**config.mk**
```make
export PLATFORM = sky130hd
export DESIGN_NAME = jump_motion_ctrl
export DESIGN_NICKNAME = d
export VERILOG_FILES = /design/src/rtl/jump_pkg.sv /design/src/rtl/hitbox_map.sv /design/src/rtl/jump_motion_ctrl.sv
export SDC_FILE = /design/constraint.sdc
export NUM_CORES = 1
export LEC_CHECK = 0
export BUFFER_PORTS_ARGS = -buffer_cell sky130_fd_sc_hd__buf_2
export CORE_ASPECT_RATIO = 0.75
export CORE_MARGIN = 4
export CORE_UTILIZATION = 50
export CTS_BUF_LIST = sky130_fd_sc_hd__clkbuf_4 sky130_fd_sc_hd__clkbuf_8 sky130_fd_sc_hd__clkbuf_16
export CTS_CLUSTER_SIZE = 30
export DETAILED_ROUTE_END_ITERATION = 8
export PLACE_DENSITY_LB_ADDON = 0.25
export SLEW_MARGIN = 10
export SYNTH_ARGS = -nofsm -noshare
export SYNTH_HDL_FRONTEND = slang
export SYNTH_HIERARCHICAL = 1
export SYNTH_SLANG_ARGS = --single-unit
```
**constraint.sdc**
```tcl
create_clock -name vga_clk -period 3.8 [get_ports vga_clk]
set_input_delay 0.19 -clock vga_clk [delete_from_list [all_inputs] [get_ports vga_clk]]
set_output_delay 0.19 -clock vga_clk [all_outputs]
set_load 0.02 [all_outputs]
```
**src/rtl/jump_pkg.sv**
```systemverilog
`default_nettype none
// ============================================================================
// Module      : jump_pkg
// Description : Shared jump state encoding, default jump/hitbox constants and
//               a small animation helper, used by the jump controller and the
//               renderer selection mux.
// Revision    : 1.0 - initial release
// ============================================================================
package jump_pkg;

    typedef enum logic [1:0] {
        JS_IDLE    = 2'd0,
        JS_RISING  = 2'd1,
        JS_FALLING = 2'd2,
        JS_LANDING = 2'd3
    } jump_state_t;

    localparam int DEF_HIT_W       = 80;
    localparam int DEF_HIT_H       = 160;
    localparam int DEF_GROUND_Y    = 280;
    localparam int DEF_JUMP_V0     = 12;
    localparam int DEF_GRAVITY     = 1;
    localparam int DEF_FRAME_HOLD  = 4;
    localparam int DEF_LAND_FRAMES = 6;
    localparam int DEF_NUM_FRAMES  = 7;

    // Width of the hold and landing tick counters (supports up to 16 ticks).
    localparam int CNT_W = 4;

    // Step an animation index by one, saturating at last.
    function automatic logic [2:0] anim_advance(input logic [2:0] cur,
                                                input logic [2:0] last);
        return (cur < last) ? (cur + 3'd1) : cur;
    endfunction

endpackage
`default_nettype wire

```
**src/rtl/hitbox_map.sv**
```systemverilog
`default_nettype none
// ============================================================================
// Module      : hitbox_map
// Description : Converts the current screen pixel into hitbox-relative sprite
//               coordinates with optional horizontal mirroring. Outputs are
//               registered one pixel clock behind DrawX/DrawY.
// Revision    : 1.0 - initial release
// ============================================================================
module hitbox_map #(
    parameter int HIT_W = 80,
    parameter int HIT_H = 160
) (
    input  logic       vga_clk,
    input  logic       Reset,
    input  logic       facing_left,
    input  logic [9:0] char_x,
    input  logic [9:0] char_y,
    input  logic [9:0] DrawX,
    input  logic [9:0] DrawY,
    output logic       in_hitbox,
    output logic [6:0] sprite_x,
    output logic [7:0] sprite_y
);

    localparam logic signed [10:0] c_HIT_W  = 11'(HIT_W);
    localparam logic signed [10:0] c_HIT_H  = 11'(HIT_H);
    localparam logic [6:0]         c_X_LAST = 7'(HIT_W - 1);

    logic signed [10:0] w_dx;
    logic signed [10:0] w_dy;
    logic               w_inside;
    logic [6:0]         w_sx;

    logic               r_in_hitbox;
    logic [6:0]         r_sprite_x;
    logic [7:0]         r_sprite_y;

    // Zero-extend to 11 bits so the difference carries its sign.
    assign w_dx = $signed({1'b0, DrawX}) - $signed({1'b0, char_x});
    assign w_dy = $signed({1'b0, DrawY}) - $signed({1'b0, char_y});

    assign w_inside = (w_dx >= 11'sd0) && (w_dx < c_HIT_W) &&
                      (w_dy >= 11'sd0) && (w_dy < c_HIT_H);

    // Inside the hitbox dx fits in 7 bits, so the low bits suffice for the mirror.
    assign w_sx = facing_left ? (c_X_LAST - w_dx[6:0]) : w_dx[6:0];

    // Register the mapped coordinates; outside the hitbox they are forced to 0.
    always_ff @(posedge vga_clk) begin
        if (Reset) begin
            r_in_hitbox <= 1'b0;
            r_sprite_x  <= '0;
            r_sprite_y  <= '0;
        end else begin
            r_in_hitbox <= w_inside;
            r_sprite_x  <= w_inside ? w_sx : '0;
            r_sprite_y  <= w_inside ? w_dy[7:0] : '0;
        end
    end

    assign in_hitbox = r_in_hitbox;
    assign sprite_x  = r_sprite_x;
    assign sprite_y  = r_sprite_y;

endmodule
`default_nettype wire

```
**src/rtl/jump_motion_ctrl.sv**
```systemverilog
`default_nettype none
// ============================================================================
// Module      : jump_motion_ctrl
// Description : Per-fighter jump sequencer. Advances the vertical trajectory
//               and animation index once per video frame and maps the current
//               pixel into hitbox-relative sprite coordinates every clock.
// Revision    : 1.0 - initial release
// ============================================================================
module jump_motion_ctrl
    import jump_pkg::*;
#(
    parameter int HIT_W       = DEF_HIT_W,
    parameter int HIT_H       = DEF_HIT_H,
    parameter int GROUND_Y    = DEF_GROUND_Y,
    parameter int JUMP_V0     = DEF_JUMP_V0,
    parameter int GRAVITY     = DEF_GRAVITY,
    parameter int FRAME_HOLD  = DEF_FRAME_HOLD,
    parameter int LAND_FRAMES = DEF_LAND_FRAMES,
    parameter int NUM_FRAMES  = DEF_NUM_FRAMES
) (
    input  logic       vga_clk,
    input  logic       Reset,
    input  logic       frame_start,
    input  logic       jump_req,
    input  logic       facing_left,
    input  logic [9:0] char_x,
    input  logic [9:0] DrawX,
    input  logic [9:0] DrawY,
    output logic [9:0] char_y,
    output logic [2:0] frame_idx,
    output logic       jumping,
    output logic       in_hitbox,
    output logic [6:0] sprite_x,
    output logic [7:0] sprite_y
);

    localparam logic [1:0] c_ST_IDLE    = JS_IDLE;
    localparam logic [1:0] c_ST_RISING  = JS_RISING;
    localparam logic [1:0] c_ST_FALLING = JS_FALLING;
    localparam logic [1:0] c_ST_LANDING = JS_LANDING;

    localparam logic [9:0]       c_GROUND_Y   = 10'(GROUND_Y);
    localparam logic [4:0]       c_V0         = 5'(JUMP_V0);
    localparam logic [4:0]       c_GRAV       = 5'(GRAVITY);
    localparam logic [CNT_W-1:0] c_HOLD_LAST  = CNT_W'(FRAME_HOLD - 1);
    localparam logic [CNT_W-1:0] c_LAND_LAST  = CNT_W'(LAND_FRAMES - 1);
    localparam logic [CNT_W-1:0] c_CNT_ONE    = CNT_W'(1);
    localparam logic [2:0]       c_AIR_LAST   = 3'(NUM_FRAMES - 2);
    localparam logic [2:0]       c_LAND_FRAME = 3'(NUM_FRAMES - 1);

    logic [1:0]       r_state;
    logic [4:0]       r_vy;
    logic [9:0]       r_char_y;
    logic [2:0]       r_frame_idx;
    logic [CNT_W-1:0] r_hold;
    logic [CNT_W-1:0] r_land;

    logic [4:0]       w_vy_down;
    logic [4:0]       w_vy_up;
    logic [10:0]      w_fall_sum;
    logic             w_hold_wrap;
    logic [CNT_W-1:0] w_hold_next;
    logic [2:0]       w_frame_next;

    assign w_vy_down  = r_vy - c_GRAV;
    assign w_vy_up    = r_vy + c_GRAV;
    // One extra bit so the landing comparison cannot wrap.
    assign w_fall_sum = {1'b0, r_char_y} + {6'b0, w_vy_up};

    // Airborne animation: step the frame every FRAME_HOLD ticks.
    assign w_hold_wrap  = (r_hold == c_HOLD_LAST);
    assign w_hold_next  = w_hold_wrap ? '0 : (r_hold + c_CNT_ONE);
    assign w_frame_next = w_hold_wrap ? anim_advance(r_frame_idx, c_AIR_LAST)
                                      : r_frame_idx;

    // Jump FSM and trajectory; everything advances only on frame ticks.
    always_ff @(posedge vga_clk) begin
        if (Reset) begin
            r_state     <= c_ST_IDLE;
            r_vy        <= '0;
            r_char_y    <= c_GROUND_Y;
            r_frame_idx <= '0;
            r_hold      <= '0;
            r_land      <= '0;
        end else if (frame_start) begin
            case (r_state)
                c_ST_IDLE: begin
                    r_char_y    <= c_GROUND_Y;
                    r_frame_idx <= '0;
                    if (jump_req) begin
                        r_state <= c_ST_RISING;
                        r_vy    <= c_V0;
                        r_hold  <= '0;
                    end
                end
                c_ST_RISING: begin
                    r_char_y    <= r_char_y - {5'b0, r_vy};
                    r_vy        <= w_vy_down;
                    r_hold      <= w_hold_next;
                    r_frame_idx <= w_frame_next;
                    if (w_vy_down == '0) begin
                        r_state <= c_ST_FALLING;
                    end
                end
                c_ST_FALLING: begin
                    r_vy <= w_vy_up;
                    if (w_fall_sum >= {1'b0, c_GROUND_Y}) begin
                        r_char_y    <= c_GROUND_Y;
                        r_state     <= c_ST_LANDING;
                        r_land      <= '0;
                        r_frame_idx <= c_LAND_FRAME;
                    end else begin
                        r_char_y    <= w_fall_sum[9:0];
                        r_hold      <= w_hold_next;
                        r_frame_idx <= w_frame_next;
                    end
                end
                c_ST_LANDING: begin
                    if (r_land == c_LAND_LAST) begin
                        r_state     <= c_ST_IDLE;
                        r_frame_idx <= '0;
                        r_land      <= '0;
                        r_vy        <= '0;
                    end else begin
                        r_frame_idx <= c_LAND_FRAME;
                        r_land      <= r_land + c_CNT_ONE;
                    end
                end
                default: begin
                    r_state <= c_ST_IDLE;
                end
            endcase
        end
    end

    assign char_y    = r_char_y;
    assign frame_idx = r_frame_idx;
    assign jumping   = (r_state != c_ST_IDLE);

    // Pixel-to-sprite mapping uses the registered position, stable all frame.
    hitbox_map #(
        .HIT_W (HIT_W),
        .HIT_H (HIT_H)
    ) u_hitbox_map (
        .vga_clk     (vga_clk),
        .Reset       (Reset),
        .facing_left (facing_left),
        .char_x      (char_x),
        .char_y      (r_char_y),
        .DrawX       (DrawX),
        .DrawY       (DrawY),
        .in_hitbox   (in_hitbox),
        .sprite_x    (sprite_x),
        .sprite_y    (sprite_y)
    );

endmodule
`default_nettype wire

```
==> out/qor.yml <==
finalNonFillerCells: 661
antenna_cells: 0
viasPerCell: 5.92
rsz0062_at_grt: "false"
cts_resized: 0
cts_made_buffers: 5
drv_cap: 0
rows: 28
setup_viol: 0
cts_hold_buf: 0
firstDrtPassIters: 6
worstPathRequired_ns: 4.04
synth_top_area_share: 0.214
maxSlewHeadroom: 0.458
wire_per_inst_um: 16.4
finalWirelength_mm: 10.8
cts_buffer_depth: 2
synth_cells: 502
min_from: "DrawY[0]"
vias: 3912
ir_worst_vdd_mv: 0.177
grt_usage: 0.218
yosysUniqueCellTypes: 81
critical_path_class: "reg2reg"
hold_class: "in2reg"
cp_max_fo: 8
die_h_um: 86.6
portBuffers: 64
finalSetupTns_ns: 0
whs_path_depth: 4
nets: 637
reg2regPathDepth: 11
die_area_um2: 9760
grt_pass1_vias: 3542
post-place-cells: 653
antenna_found_initial: 0
cts.sinks: 44
gr-total-overflow: 0
cts-htree-levels: 2
reg2reg_from: "r_vy[0]$_SDFFE_PP0P_"
dieWidth_um: 113
tightest_slew_ns: 0.805
drtIter0Drc: 306
synthArstFlopShare: 0
boundaryPins: 65
leakagePower_nw: 1.93
drive_above_1_share: 0.194
start_util: 0.518
ant_nets: 0
outcome: "finished clean"
fin_crit_ns: 3.37
cts_tree: "yes"
synth.area.top_cells: "dfxtp_1 (21%), ha_1 (13%), inv_1 (5.1%)"
fin_crit_sh: 0.886
fillers: 761
endpoint_kind: "register"
hpwl_mm: 8.62
postCtsSetupBuffers: 0
synth_seq_cells: 44
drc: 0
ys.flop_type: "dfxtp_1"
grt_pass1_wl_mm: 17.3
synth_area_um2: 4120
critPathArrivalTime_ns: 3.60
core_area_um2: 7950
grt_max_degree: 25
drv_slew: 0
yosysSeqAreaShare: 0.214
timing.rr.end: "r_hold[3]$_SDFFE_PP0P_"
start_kind: "register"
clk_pin_slew_worst_paths_ns: 0.10
p_per_area_nw_per_um2: 314
final_common_cell: "buf_2"
hold_end: "u_hitbox_map/sprite_y[0]$_SDFF_PP0_"
fin_skew_ns: 0.00993
gp_congestion: 0.926
synth_top_area_cell: "dfxtp_1"
yosys_warnings: 6
final_cell_mix: "buf_2 (64), inv_1 (56), dfxtp_1 (44), ha_1 (43), nand2_1 (31)"
synth_enable_flop_cells: 0
fmax_mhz: 297
clk_latency_ns: 0.32
synth.avg_cell_area_um2: 8.20
areaGrowthSynthToFinish_pct: 10.9
rrSetupSlack_ns: 0.43
final_hold_viol_count: 0
synth.net_count: 584
root_buffer: "clkbuf_8"
[per-stage QoR]
stage | instance area (µm²) | worst slack [ns] | total power (W) | utilization | hold slack (ns)
finish | 4560 | 0.433 | 0.00144 | 0.574 | 0.241
detailed placement | 4450 | 0.513 | 0.00104 | 0.559 | 0.474
CTS | 4560 | 0.469 | 0.00143 | 0.574 | 0.240
global placement | 4450 | 0.603 | 0.00103 | 0.559 | 0.470
global route | 4560 | 0.198 | 0.00151 | 0.574 | 0.246
floorplan | 4120 | 0.893 | 0.000904 | - | 0.379
[cells in the mapped netlist (all sizes together) (12+ instances only)]
| cell type | count |
|---|---|
| a21oi | 31 |
| clkbuf | 12 |
| dfxtp | 44 |
| ha | 43 |
| inv | 56 |
| nand2 | 32 |
| nand3 | 24 |
| nor2 | 28 |
| nor4 | 15 |
| o21ai | 25 |
| xnor2 | 16 |
[worst max-delay path, cell delays in order (launching register included)]
cell and delay (ns):
dfxtp_1 0.49, inv_1 0.10, ha_1 0.35, inv_1 0.07
fa_1 0.44, nand2b_1 0.19, a21o_1 0.21, nor4_1 0.63
nor3_1 0.20, o31ai_2 0.18, nand2_2 0.11, o41ai_2 0.31
[layout make-up]
cell class	instances	area [µm²]	share of cell area
Inverter	57	214	0.0469
Sequential cell	44	881	0.193
Tap cell	105	131	0.0288
Clock buffer	5	68.8	0.0151
Timing Repair Buffer	69	358	0.0784
Clock inverter	3	46.3	0.0101
Multi-Input combinational cell	378	2870	0.628
[cells by family after synthesis]
| family | count (synthesis) | synth area share |
|---|---|---|
| AO/OA/AOI/OAI | 140 | 0.254 |
| XOR/XNOR | 25 | 0.0532 |
| adder cells (fa/ha/maj) | 47 | 0.150 |
| buffers and inverters | 80 | 0.0912 |
| flip-flops | 44 | 0.214 |
| multiplexers | 6 | 0.0152 |
| AND/OR/NAND/NOR | 160 | 0.222 |
[worst max path at each step]
stage / from / endpoint / slack [ns] / depth (start not counted)
6_report: r_vy[0]$_SDFFE_PP0P_ / r_hold[3]$_SDFFE_PP0P_ / 0.43 / 11
5_1_grt: r_vy[0]$_SDFFE_PP0P_ / r_hold[3]$_SDFFE_PP0P_ / 0.20 / 11
4_1_cts: char_y[1]$_SDFFE_PP0P_ / u_hitbox_map/sprite_x[1]$_SDFF_PP0_ / 0.47 / 8
3_5_place_dp: r_vy[0]$_SDFFE_PP0P_ / r_hold[3]$_SDFFE_PP0P_ / 0.51 / 11
3_3_place_gp: char_y[1]$_SDFFE_PP0P_ / u_hitbox_map/sprite_y[6]$_SDFF_PP0_ / 0.60 / 8
2_1_floorplan: r_vy[0]$_SDFFE_PP0P_ / char_y[3]$_SDFFE_PP1P_ / 0.89 / 10
[sequential cells by signal, indices dropped and copies added, names as in the netlist]
signal,flops
r_land,4
r_state,2
r_vy,5
u_hitbox_map/sprite_x,7
frame_idx,3
char_y,10
u_hitbox_map/in_hitbox,1
r_hold,4
u_hitbox_map/sprite_y,8
[power breakdown]
part / internal, W / switching [W]
Sequential: 0.000473 / 0.0000177
Clock: 0.000198 / 0.000193
Combinational: 0.000213 / 0.000340
Total: 0.000885 / 0.000551
[routing by layer]
layer  wire, µm  GRT usage  part of all wire  vias up
met3        919     0.0412             0.085       13
li1           -          -                 -     1939
met1       5380      0.336              0.50     1821
met4        101     0.0415            0.0093        0
met2       4420      0.317              0.41      139
met5          0          0                 0        -
Power figures use the tool's default switching activity.
